$ cat config.mk
export PLATFORM = sky130hd
export DESIGN_NAME = gen_direcciones_imagen
export DESIGN_NICKNAME = d
export VERILOG_FILES = /design/src/rtl/gen_direcciones_imagen.sv
export SDC_FILE = /design/constraint.sdc
export NUM_CORES = 1
export LEC_CHECK = 0
export ABC_AREA = 1
export BUFFER_PORTS_ARGS = -buffer_cell sky130_fd_sc_hd__buf_2
export CAP_MARGIN = 20
export CORE_UTILIZATION = 45
export CTS_BUF_LIST = sky130_fd_sc_hd__clkbuf_8 sky130_fd_sc_hd__clkbuf_16
export DETAILED_ROUTE_END_ITERATION = 16
export PLACE_DENSITY_LB_ADDON = 0.05
export SLEW_MARGIN = 20
export SYNTH_ARGS = -nofsm -noshare
export SYNTH_HDL_FRONTEND = slang
export SYNTH_SLANG_ARGS = --single-unit
$ cat constraint.sdc
create_clock -name clk -period 8.9 [get_ports clk]
set_input_delay 1.335 -clock clk [delete_from_list [all_inputs] [get_ports clk]]
set_output_delay 1.335 -clock clk [all_outputs]
set_load 0.02 [all_outputs]
$ cat src/rtl/gen_direcciones_imagen.sv
// Raster-order address sequencer: walks an ancho x alto image of 32-bit words and
// emits base + 4*index with its row/column through a valid/ready handshake.
module gen_direcciones_imagen #(
  parameter int DIM_W = 10
) (
  input  logic             clk,
  input  logic             rst_n,
  input  logic             start,
  input  logic [31:0]      base,
  input  logic [DIM_W-1:0] ancho,
  input  logic [DIM_W-1:0] alto,
  output logic [31:0]      dir,
  output logic             dir_valid,
  input  logic             dir_ready,
  output logic [DIM_W-1:0] fila,
  output logic [DIM_W-1:0] col,
  output logic             ocupado,
  output logic             fin
);

  typedef enum logic [1:0] {IDLE, RUN, DONE} state_t;

  localparam logic [DIM_W-1:0] DIM_UNO = DIM_W'(1);

  state_t           state_q, state_d;
  logic [29:0]      base_q, base_d;
  logic [DIM_W-1:0] ancho_q, ancho_d, alto_q, alto_d;
  logic [DIM_W-1:0] fila_q, fila_d, col_q, col_d;
  logic [31:0]      idx_q, idx_d, dir_q, dir_d;
  logic             valid_q, valid_d, fin_q, fin_d, ocup_q, ocup_d;
  logic             handshake, ultima_col, ultima_fila;
  logic             unused_base_lsb;

  // Word-aligned addressing: the two low address bits never reach the datapath.
  assign unused_base_lsb = ^base[1:0];

  assign handshake   = valid_q & dir_ready;
  assign ultima_col  = (col_q == ancho_q - DIM_UNO);
  assign ultima_fila = (fila_q == alto_q - DIM_UNO);

  always_comb begin
    state_d = state_q;
    base_d  = base_q;
    ancho_d = ancho_q;
    alto_d  = alto_q;
    fila_d  = fila_q;
    col_d   = col_q;
    idx_d   = idx_q;
    dir_d   = dir_q;
    case (state_q)
      IDLE: begin
        if (start) begin
          if (ancho != '0 && alto != '0) begin
            base_d  = base[31:2];
            ancho_d = ancho;
            alto_d  = alto;
            fila_d  = '0;
            col_d   = '0;
            idx_d   = '0;
            dir_d   = {base[31:2], 2'b00};
            state_d = RUN;
          end else begin
            state_d = DONE;
          end
        end
      end
      RUN: begin
        if (handshake) begin
          idx_d = idx_q + 32'd1;
          // Next address precomputed here so dir is a plain register output.
          dir_d = {base_q, 2'b00} + (idx_d << 2);
          if (ultima_col) begin
            col_d = '0;
            if (ultima_fila) state_d = DONE;
            else             fila_d  = fila_q + DIM_UNO;
          end else begin
            col_d = col_q + DIM_UNO;
          end
        end
      end
      DONE:    state_d = IDLE;
      default: state_d = IDLE;
    endcase
    valid_d = (state_d == RUN);
    fin_d   = (state_d == DONE);
    ocup_d  = (state_d != IDLE);
  end

  always_ff @(posedge clk or negedge rst_n) begin
    if (!rst_n) begin
      state_q <= IDLE;
      base_q  <= '0;
      ancho_q <= '0;
      alto_q  <= '0;
      fila_q  <= '0;
      col_q   <= '0;
      idx_q   <= '0;
      dir_q   <= '0;
      valid_q <= 1'b0;
      fin_q   <= 1'b0;
      ocup_q  <= 1'b0;
    end else begin
      state_q <= state_d;
      base_q  <= base_d;
      ancho_q <= ancho_d;
      alto_q  <= alto_d;
      fila_q  <= fila_d;
      col_q   <= col_d;
      idx_q   <= idx_d;
      dir_q   <= dir_d;
      valid_q <= valid_d;
      fin_q   <= fin_d;
      ocup_q  <= ocup_d;
    end
  end

  assign dir       = dir_q;
  assign dir_valid = valid_q;
  assign fila      = fila_q;
  assign col       = col_q;
  assign ocupado   = ocup_q;
  assign fin       = fin_q;

endmodule

# ---- Word-level counts from Yosys, hierarchy flattened
# Cells that the tools add are included.
dict set report op_classes {
  add_sub_neg 6
  n_eq_ne 10
  muxes 23
  bitwise_logic 1
  reduce_logical 9
}
# cell n
set ops {}
lappend ops {{2-to-1 mux 32 bit} 6}
lappend ops {{case mux 32 bit (2 select lines)} 2}
lappend ops {{2-to-1 mux 10 bit} 7}
lappend ops {{case mux 10 bit (2 select lines)} 2}
lappend ops {{adder 32 x 1 -> 32 bit (second input constant)} 1}
lappend ops {{adder 32 bit} 1}
lappend ops {{adder 10 x 1 -> 10 bit (second input constant)} 2}
lappend ops {{== test 10 bit} 2}
lappend ops {{nonzero test 10 bit} 2}
lappend ops {{subtractor 10 x 1 -> 10 bit (second input constant)} 2}
lappend ops {{2-to-1 mux 2 bit} 5}
lappend ops {{inequality test 2 bit (second input constant)} 5}
lappend ops {{AND reduction 6 bit} 1}
lappend ops {{== test 2 x 1 -> 1 bit (second input constant)} 2}
lappend ops {{case mux 2 bit (2 select lines)} 1}
lappend ops {{AND reduction 4 bit} 1}
lappend ops {{nonzero test 2 bit} 2}
lappend ops {{AND reduction 3 bit} 1}
lappend ops {{== test 2 bit (second input constant)} 1}
lappend ops {{logical NOT 2 bit} 1}
lappend ops {{bitwise AND 1 bit} 1}
lappend ops {{logical AND 1 bit} 1}
dict set report totals {
  regBits 139
  in_bits 56
  output_inout_bits 55
  elab_cells 60
}

# ---- Depth between registers and ports, before layout
dict set report depth {
  word_depth 7
  depth_mapped 25
  mapped_depth_nobuf 25
}

# ---- Worst setup path before layout
# Ideal clock, no wire load.
dict set report synth_timing {
  path_type {register to register}
  start {reg idx_q[0]}
  end {reg dir_q[20] (netlist: dir[20])}
  setup_time_ns 0.065
  arrival_time_ns 2.806
  required_time_ns 8.835
  path_slack_ns 6.029
  stages_incl_launch_ff 21
  path_buffers 0
  synth_period_minus_slack_ns 2.871
  cell_sequence {dfrtp_1 > ha_1 > nand3_1 > nor2_1 > inv_2 > nor2_4 > nand2_1 > nor3_1 > nand3b_1 > xor2_1 > inv_1 > ha_1 > nand2_1 > nor2_1 > inv_1 > nor2_1 > nand4_1 > a31o_2 > nand3_1 > nand2_1 > nand2_1}
}
dict set report synth_via {
  elab_chain_len 4
}
# element line_no
set synth_lines {}
lappend synth_lines {{start: declaration} 29} ;# logic [31:0] idx_q, idx_d, dir_q, dir_d;
lappend synth_lines {{start signal: assignment} 109} ;# idx_q <= idx_d;
lappend synth_lines {{adder 32 x 1 -> 32 bit} 69} ;# idx_d = idx_q + 32'd1;
lappend synth_lines {{adder 32 bit} 71} ;# dir_d = {base_q, 2'b00} + (idx_d << 2);
lappend synth_lines {{2-to-1 mux 32 bit} 68} ;# if (handshake) begin
lappend synth_lines {{case mux 32 bit (2 select lines)} 50} ;# case (state_q)
lappend synth_lines {{end signal: assignment} 110} ;# dir_q <= dir_d;
lappend synth_lines {{end: declaration} 29}
# Every way passes these cells. The select of a mux whose other input is x is not followed.
# A chain may end at the register's enable or synchronous reset.

# ---- Final worst setup path
dict set report layout_timing {
  start {reg state_q[0]}
  end {reg col_q[2] (netlist: col[2])}
}
dict set report layout_via {
  elab_chain_len 3
  elab_cells_between_ends 8
  classes_between {eq/ne: 4; mux: 1; reduce/logical: 3}
}
# element line_no
set layout_lines {}
lappend layout_lines {{start: declaration} 25} ;# state_t state_q, state_d;
lappend layout_lines {{start signal: assignment} 103} ;# state_q <= state_d;
lappend layout_lines {{== test 2 x 1 -> 1 bit or logical NOT 2 bit (tied branches)} 50}
lappend layout_lines {{inequality test 2 bit (no source line) or nonzero test 2 bit (tied branches)} n/a}
lappend layout_lines {{AND reduction 4 bit (no source line)} n/a}
lappend layout_lines {{end signal: assignment} 108} ;# col_q <= col_d;
lappend layout_lines {{end: declaration} 28} ;# logic [DIM_W-1:0] fila_q, fila_d, col_q, col_d;
# Several ways; a longest one is shown, not always the timed one.

==> flow_metrics.py <==
metrics = {
    "synthesis": {
        "postSynthAreaPerCell_um2": 7.122,
        "synth-edff-count": 0,
        "synth-compound-area-share_pct": 10.87,
        "yosysUniqueCellTypes": 47,
        "ys.flop_type": "dfrtp_1",
        "syn_inst": 1293,
        "syn_area_um2": 9209,
        "ys_seq_elements": 135,
        "synth_adder_area_share_pct": 4.837,
        "muxShareOfSynthArea_pct": 2.690,
        "async_flop_share_pct": 100.0,
        "synth_top_family_by_area": "simple AND/OR/NAND/NOR gates",
        "ys_seq_area_share_pct": 36.68,
        "synth-warning-count": 0,
        "synthSimpleGateAreaFrac_pct": 32.32,
        "synth_xor_area_share_pct": 4.375,
    },
    "sta": {
        "rsz0062_at_grt": "no",
        "fin_crit_sh_pct": 45.82,
        "hold_viol_final": 0,
        "clock_skew_ns": 0.01024,
        "relSlewSlack_pct": 33.01,
        "finalSetupTns_ns": 0,
        "min_period_ns": 4.078,
        "fmax_mhz": 245.2,
        "slew_violations": 0,
        "worstMarginPinSlew_ns": 1.003,
        "setup_violations": 0,
    },
    "cells_and_area": {
        "layout_commonest_cell": "nand2_1",
        "syn_to_final_growth_pct": 14.09,
        "final_cell_mix": "361 x nand2_1, 149 x inv_1, 135 x dfrtp_1, 126 x nor2_1, 105 x buf_2",
        "num-nets-final": 1479,
        "num_antenna_cells": 0,
        "drive_gt1_share_pct": 13.92,
        "stdcell_area_um2": 10510,
    },
    "worst_setup_path": {
        "r2r-end": "col[2]",
        "worstSetupEndpointType": "register",
        "cp_slowest_cell": "inv_2",
        "path_max_fanout": 73,
        "cp_common_cell": "inv_2",
        "critPathKind": "register to register",
        "cp_cell_sequence": "inv_1 -> nor2_4 -> buf_4 -> inv_2 -> nor2_8 -> inv_2 -> nand2_4 -> inv_2 -> o21ai_0 -> a21oi_1",
        "rr_worst_depth": 10,
        "ff2ff_setup_slack_ns": 4.82,
        "worstReg2RegStart": "state_q[0]",
        "worst_path_largest_cell_delay_ns": 0.98,
        "critPathLaunch": "state_q[0]",
        "required_ns": 9.25,
        "cp.arrival_ns": 4.43,
        "cp-start-kind": "register",
    },
    "global_routing": {
        "grt_overflow": 0,
        "grt_max_degree": 81,
        "grt_pass1_wl_mm": 41.48,
        "grt_pass1_vias": 7958,
        "grtUsageTotal_pct": 24.67,
        "antenna_found_initial": 0,
    },
    "route": {
        "drtAntennaViolNets": 0,
        "wl_mm": 25.17,
        "vias": 8628,
        "drt_iter0_drc": 576,
        "wl_per_cell_um": 15.11,
        "drc": 0,
        "first_pass_iters": 5,
        "detail_route.vias_per_cell": 5.179,
    },
    "pwr": {
        "power-per-cell-area_nw_per_um2": 285.0,
        "ir_drop_mv": 0.1539,
        "p_leak_nw": 5.387,
    },
    "floorplanning": {
        "ios": 111,
        "core_um2": 19780,
        "fp-row-count": 51,
        "initial_utilization_pct": 46.55,
        "die-area_um2": 21040,
        "die_width_um": 145.1,
        "chipHeight_um": 145.1,
    },
    "cts": {
        "post_cts.repair.setup_buffers": 0,
        "cts_tree": "yes",
        "ctsHoldBuffers": 0,
        "cts_inserted_buffers": 17,
        "root_buffer": "clkbuf_16",
        "cts_sinks": 135,
        "clockBufferDepth": 2,
        "clk_pin_slew_ns": 0.06,
        "htreeDepth": 4,
        "ctsResizeCount": 0,
        "clk_latency_ns": 0.43,
    },
    "outcome": {
        "status": "finished clean",
    },
    "worst_hold_path": {
        "hold_path_depth": 2,
        "whs_endpoint": "dir[30]",
        "hold_class": "register to register",
        "holdCritStartpoint": "dir[30]",
    },
    "run": {
        "maxCapViolCount": 0,
    },
    "placed_design": {
        "placed_area_um2": 9932,
        "gp_congestion": 0.9106,
        "io_buffer_count": 106,
        "dp_hpwl_mm": 18.73,
    },
}
==> cells by family (layout without fill, tap and decap cells) <==
kind of cell    count (synthesis)  count (layout)
flops                         135             135
mux                            22              22
compound gates                187             187
simple gates                  678             678
buf+inv                       189             296
other cells                     1               2
fa+ha+maj                      35              35
xor+xnor                       46              46
==> cells in the mapped netlist (22+ instances only) <==
cell	n	area, um2
o21ai_0	61	305.3
mux2_2	22	247.7
ha_1	34	425.4
inv_1	148	555.5
xor2_1	35	306.5
nand3_1	88	440.4
a21oi_1	85	425.4
nor2_1	126	473.0
nand2_1	361	1355
nand4_1	31	193.9
dfrtp_1	135	3378
nor3_1	22	110.1
==> per-layer routing <==
layer  wire (um)  global-route usage, %
met5           0                      0
met3        1140                  3.774
met4         346                  6.579
met2       11080                  38.37
met1       12600                  35.58
==> registers in the layout, indices dropped and copies added, names as in the netlist <==
signal / count
alto_q: 10
ancho_q: 10
base_q: 30
col: 10
dir: 30
dir_valid: 1
fila: 10
fin: 1
idx_q: 30
ocupado: 1
state_q: 2
==> worst max path at each step <==
stage | slack (ns) | cells after the start | endpoint
after floorplan | 6.03 | 20 | dir[20]
after global placement | 4.75 | 8 | col[2]
after detailed placement | 4.73 | 8 | col[2]
after CTS | 4.84 | 10 | col[2]
after global routing | 4.58 | 10 | col[2]
final | 4.82 | 10 | col[2]
==> stage by stage <==
| stage | util, % | worst slack, ns | instances | power, mW | hold slack [ns] |
|---|---|---|---|---|---|
| final | 53.11 | 4.822 | 1666 | 2.995 | 0.4806 |
| after CTS | 53.11 | 4.838 | 1666 | 3.015 | 0.4850 |
| after detailed placement | 50.21 | 4.728 | 1634 | 2.308 | 0.4608 |
| after global routing | 53.11 | 4.577 | 1666 | 3.246 | 0.5018 |
| after global placement | 50.21 | 4.749 | 1634 | 2.296 | 0.4608 |
| after floorplan | - | 6.029 | 1294 | 1.929 | 0.4594 |
==> power breakdown <==
group	internal (mW)	switching, mW
Sequential	0.811	0.180
Combinational	0.473	0.836
Clock	0.401	0.294
Total	1.69	1.31
==> cell type report <==
class / count / area (um2)
Tap cell: 265 / 331.6
Fill cell: 1955 / 9275
Timing Repair Buffer: 109 / 559.3
Inverter: 155 / 581.8
Multi-Input combinational cell: 970 / 5081
Clock inverter: 13 / 121.4
Clock buffer: 19 / 452.9
Sequential cell: 135 / 3378
==> critical path, delay by kind of cell (launching register included) <==
kind	cells	cell delay, ns
simple gates	3	0.72
buf+inv	5	2.44
compound gates	2	0.37
flops	1	0.37
Note: power is estimated with default switching activity, not from simulation.
